$ cat config.mk
export PLATFORM = sky130hd
export DESIGN_NAME = trap_pc_ctrl
export DESIGN_NICKNAME = d
export VERILOG_FILES = /design/src/rtl/trap_pc_ctrl.sv
export SDC_FILE = /design/constraint.sdc
export NUM_CORES = 1
export LEC_CHECK = 0
export BUFFER_PORTS_ARGS = -buffer_cell sky130_fd_sc_hd__clkbuf_2
export CAP_MARGIN = 20
export CORE_MARGIN = 2
export CORE_UTILIZATION = 47
export DETAILED_ROUTE_END_ITERATION = 10
export PLACE_DENSITY = 0.86
export REMOVE_ABC_BUFFERS = 1
export SETUP_SLACK_MARGIN = 0.15
export SYNTH_ARGS = -nofsm -noshare
export SYNTH_HDL_FRONTEND = slang
export SYNTH_SLANG_ARGS = --single-unit
export TNS_END_PERCENT = 100
$ cat constraint.sdc
create_clock -name i_clk -period 2.55 [get_ports i_clk]
set_input_delay 0.1275 -clock i_clk [delete_from_list [all_inputs] [get_ports i_clk]]
set_output_delay 0.1275 -clock i_clk [all_outputs]
set_load 0.05 [all_outputs]
$ cat src/rtl/trap_pc_ctrl.sv
// Trap / PC-source sequencer: owns the next-PC mux select and sequences reset hold,
// trap entry, mret return and post-redirect drain, with CSR write strobes.
module trap_pc_ctrl #(
   parameter int unsigned RESET_HOLD_CYCLES = 2,
   parameter int unsigned DRAIN_CYCLES      = 3
) (
   input  logic        i_clk,
   input  logic        i_rst_n,
   input  logic        i_irq_pending,
   input  logic        i_mie_global,
   input  logic        i_exception,
   input  logic [4:0]  i_exc_cause,
   input  logic        i_mret,
   input  logic        i_wb_valid,
   input  logic [31:0] i_wb_pc,
   input  logic        i_hazard_full,
   input  logic        i_restore_pc,
   output logic [1:0]  o_pc_src,
   output logic        o_flush,
   output logic        o_mepc_we,
   output logic [31:0] o_mepc,
   output logic        o_mcause_we,
   output logic [31:0] o_mcause,
   output logic        o_mie_clear,
   output logic        o_mie_restore,
   output logic        o_busy
);

   localparam int unsigned MAX_CNT = (RESET_HOLD_CYCLES > DRAIN_CYCLES) ?
                                     RESET_HOLD_CYCLES : DRAIN_CYCLES;
   localparam int unsigned CNT_W   = $clog2(MAX_CNT + 1);
   localparam logic [CNT_W-1:0] HOLD_INIT  = CNT_W'(RESET_HOLD_CYCLES);
   localparam logic [CNT_W-1:0] DRAIN_INIT = CNT_W'(DRAIN_CYCLES);
   localparam logic [CNT_W-1:0] CNT_ONE    = CNT_W'(1);

   typedef enum logic [2:0] {
      S_HOLD,
      S_RUN,
      S_TRAP,
      S_EPC,
      S_DRAIN
   } state_t;

   state_t            state, state_nx;
   logic [CNT_W-1:0]  cnt, cnt_nx;
   logic [31:0]       mepc, mepc_nx;
   logic [31:0]       mcause, mcause_nx;
   logic              take_exc, take_mret, take_irq;

   always_ff @(posedge i_clk or negedge i_rst_n) begin
      if (!i_rst_n) begin
         state  <= S_HOLD;
         cnt    <= HOLD_INIT;
         mepc   <= '0;
         mcause <= '0;
      end else begin
         state  <= state_nx;
         cnt    <= cnt_nx;
         mepc   <= mepc_nx;
         mcause <= mcause_nx;
      end
   end

   // Event priority: exception, then mret, then a qualified interrupt.
   assign take_exc  = i_exception & i_wb_valid;
   assign take_mret = i_mret & i_wb_valid;
   assign take_irq  = i_irq_pending & i_mie_global & i_wb_valid &
                      ~i_hazard_full & ~i_restore_pc;

   always_comb begin
      state_nx  = state;
      cnt_nx    = cnt;
      mepc_nx   = mepc;
      mcause_nx = mcause;
      unique case (state)
         S_HOLD: begin
            cnt_nx = cnt - CNT_ONE;
            if (cnt <= CNT_ONE) state_nx = S_RUN;
         end
         S_RUN: begin
            if (take_exc) begin
               state_nx  = S_TRAP;
               mepc_nx   = i_wb_pc;
               mcause_nx = {27'b0, i_exc_cause};
            end else if (take_mret) begin
               state_nx = S_EPC;
            end else if (take_irq) begin
               state_nx  = S_TRAP;
               mepc_nx   = i_wb_pc + 32'd4;
               mcause_nx = 32'h8000_000B;
            end
         end
         S_TRAP, S_EPC: begin
            state_nx = S_DRAIN;
            cnt_nx   = DRAIN_INIT;
         end
         S_DRAIN: begin
            cnt_nx = cnt - CNT_ONE;
            if (cnt <= CNT_ONE) state_nx = S_RUN;
         end
         default: state_nx = S_HOLD;
      endcase
   end

   always_comb begin
      o_pc_src      = 2'b11;
      o_flush       = 1'b0;
      o_mepc_we     = 1'b0;
      o_mcause_we   = 1'b0;
      o_mie_clear   = 1'b0;
      o_mie_restore = 1'b0;
      o_busy        = 1'b1;
      unique case (state)
         S_HOLD: begin
            o_pc_src = 2'b00;
            o_flush  = 1'b1;
         end
         S_RUN: o_busy = 1'b0;
         S_TRAP: begin
            o_pc_src    = 2'b01;
            o_flush     = 1'b1;
            o_mepc_we   = 1'b1;
            o_mcause_we = 1'b1;
            o_mie_clear = 1'b1;
         end
         S_EPC: begin
            o_pc_src      = 2'b10;
            o_flush       = 1'b1;
            o_mie_restore = 1'b1;
         end
         default: ;
      endcase
   end

   assign o_mepc   = mepc;
   assign o_mcause = mcause;

endmodule

==> results.json <==
{
  "number_of_global_route_vias_before_repair": 2170,
  "synth-seq-cells": 43,
  "setup.worst_path.start": "state[0]",
  "nFillCells": 485,
  "clock_tree_from_tritoncts": "yes",
  "rsz0062_at_grt": "false",
  "timing.critical_path.to_type": "flip-flop",
  "detail_route.vias_per_cell": 4.98,
  "grt_antenna_before_repair": 0,
  "tritoncts_num_sinks": 43,
  "number_of_enable_flip_flop_cells_after_synthesis": 0,
  "maxSlewViolCount": 0,
  "ios": 118,
  "crit_required_ns": 2.73,
  "grt_max_degree": 44,
  "rr_worst_depth": 5,
  "groute.usage.overall_pct": 19.4,
  "grt_pass1_wl_um": 9670,
  "multi_input_comb_area_um2": 1280,
  "power-per-cell-area_nw_per_um2": 1300,
  "worst-path-max-fanout": 32,
  "chipHeight_um": 78.1,
  "final.setup_skew_ns": 0.00539,
  "clock_insertion_delay_worst_skew_ns": 0.29,
  "r2r-start": "state[0]",
  "synth_ff_type": "sky130_fd_sc_hd__dfrtp_1",
  "place.port_buffers": 91,
  "clock-root-buffer": "sky130_fd_sc_hd__clkbuf_8",
  "detailed_place.area_um2": 2960,
  "fmax_ghz": 0.464,
  "design.die.area_um2": 6110,
  "hold_path.startpoint": "i_wb_pc[0]",
  "ys_async_sr_fraction_pct": 100,
  "detail_route.drc_violations": 0,
  "period_share_pct": 84.5,
  "globalRouteOverflowTotal": 0,
  "fp-row-count": 26,
  "maxCapViolations": 0,
  "layout_commonest_cell": "sky130_fd_sc_hd__clkbuf_2",
  "detail_route.wl_per_cell_um": 13.2,
  "cts_inserted_buffers": 5,
  "yosysSeqAreaShare_pct": 41.7,
  "final_design_area_no_fill_um2": 3090,
  "route.antenna.remaining_nets": 0,
  "post_synth_num_cell_types": 43,
  "insertedDiodeCount": 0,
  "core_area_um2": 5200,
  "drt_iter0_drc": 57,
  "postSynthAreaPerCell_um2": 9.10,
  "yosys_warnings": 0,
  "most_used_cells_in_the_layout_excluding_fill_and_tap_cells": "91 x sky130_fd_sc_hd__clkbuf_2, 49 x sky130_fd_sc_hd__nand2_1, 42 x sky130_fd_sc_hd__dfrtp_1",
  "initial_util_pct": 49.6,
  "detailroute.via_count": 2214,
  "dp.final_hpwl_um": 4550,
  "clkTransAtPathRegs_ns": 0.08,
  "timing_worst_setup_path_type": "flip-flop to flip-flop",
  "outcome": "completed",
  "first_pass_iters": 4,
  "ctsHtreeMaxLevel": 2,
  "critPathCapture": "o_mcause[2]",
  "syn_to_final_growth_pct": 19.5,
  "fraction_of_layout_cells_with_a_size_suffix_above_1_pct": 30.9,
  "worst_setup_path_start_kind": "flip-flop",
  "routed_wl_um": 5860,
  "finalSetupViolations": 0,
  "post_cts_buffers": 0,
  "r2r_setup_slack_ns": 0.40,
  "dieWidth_um": 78.1,
  "r2r_end": "o_mcause[2]",
  "cellLeakagePower_uw": 0.00150,
  "finalWeightedCongestion": 0.801,
  "final_period_minus_worst_setup_slack_ns": 2.15,
  "power.total_uw": 4000,
  "clk_path_buf_depth": 2,
  "critical_path_arrival_ns": 2.33,
  "worstHoldPathType": "input pin to flip-flop",
  "max-vdd-ir-drop_uv": 588,
  "register_area_um2": 1080,
  "netlist_area_um2": 2580,
  "hold_viol_final": 0,
  "post_synth_inst_count": 284,
  "finish.net_count": 422
}
-- metrics by stage --
stage / TNS [ns] / utilization [%] / setup WS (ns) / hold slack, ns / cells
final: 0 / 59.3 / 0.396 / 0.0335 / 445
after floorplan: -2.36 / - / -0.104 / -0.168 / 269
after CTS: 0 / 58.7 / 0.383 / 0.0279 / 443
after global placement: 0 / 56.8 / 0.484 / 0.323 / 435
after global routing: 0 / 59.3 / 0.269 / 0.0284 / 445
after detailed placement: 0 / 56.8 / 0.393 / 0.329 / 435
-- power breakdown --
| group | switching [uW] | internal, uW |
|---|---|---|
| Sequential | 207 | 1010 |
| Clock | 228 | 248 |
| Combinational | 1800 | 505 |
-- routing by layer --
metal	part of all wire [%]	GRT usage, %
met1	44	23.3
met2	48	34.1
met3	6.8	5.29
met4	1.3	5.79
met5	0	0
-- worst min path at each step --
| stage | endpoint | cells past startpoint |
|---|---|---|
| floorplan | cnt[0] | 0 |
| global placement | o_mepc[1] | 3 |
| detailed placement | o_mepc[0] | 3 |
| CTS | o_mepc[0] | 3 |
| global route | o_mepc[0] | 3 |
| finish | o_mepc[0] | 3 |
-- state kept, by name (all words and copies together) (netlist names) --
signal,flops
cnt,2
state,3
o_mcause,6
o_mepc,32
-- area by class of cell --
type	count	area share, %
Sequential cell	43	34.9
Tap cell	70	2.84
Multi-Input combinational cell	220	41.3
Clock buffer	8	3.24
Timing Repair Buffer	98	16.9
Inverter	6	0.730
-- synthesized netlist by cell type, types with 3 or more instances --
library cell / number / area (um^2)
sky130_fd_sc_hd__nand2_1: 49 / 184
sky130_fd_sc_hd__dfrtp_1: 42 / 1050
sky130_fd_sc_hd__buf_4: 29 / 218
sky130_fd_sc_hd__o21ai_1: 28 / 140
sky130_fd_sc_hd__xnor2_1: 21 / 184
sky130_fd_sc_hd__nor2_1: 12 / 45.0
sky130_fd_sc_hd__nor3_1: 11 / 55.1
sky130_fd_sc_hd__nand4_1: 9 / 56.3
sky130_fd_sc_hd__nand3_1: 8 / 40.0
sky130_fd_sc_hd__xor2_1: 8 / 70.1
sky130_fd_sc_hd__inv_1: 6 / 22.5
sky130_fd_sc_hd__a21oi_1: 5 / 25.0
sky130_fd_sc_hd__buf_2: 5 / 25.0
sky130_fd_sc_hd__buf_6: 5 / 56.3
sky130_fd_sc_hd__and4_1: 4 / 35.0
sky130_fd_sc_hd__nor4_1: 3 / 18.8
sky130_fd_sc_hd__o22a_1: 3 / 26.3
sky130_fd_sc_hd__or3_1: 3 / 18.8
-- critical path, cell delays in order (launching register included) --
cell,delay (ns)
sky130_fd_sc_hd__dfrtp_1,0.51
sky130_fd_sc_hd__inv_1,0.09
sky130_fd_sc_hd__or3_1,0.47
sky130_fd_sc_hd__or3_2,0.52
sky130_fd_sc_hd__buf_4,0.24
sky130_fd_sc_hd__a22o_1,0.21
-- kinds of logic (layout without fill, tap and decap cells) --
family | count (synthesis) | count (layout) | synth area share, %
simple gates | 115 | 115 | 23.7
compound gates | 46 | 46 | 10.3
buf+inv | 46 | 112 | 12.6
flops | 43 | 43 | 41.7
xor+xnor | 29 | 29 | 9.83
fa+ha+maj | 2 | 2 | 0.968
mux | 2 | 2 | 0.775
other cells | 1 | 26 | 0.145
-- timing repair --
item,4_1_cts,5_1_grt
resized for setup,0,0
hold buffers,0,1
hold endpoints to repair,0,13
endpoints found under the setup margin,0,0
(Power assumes the default switching activity.)
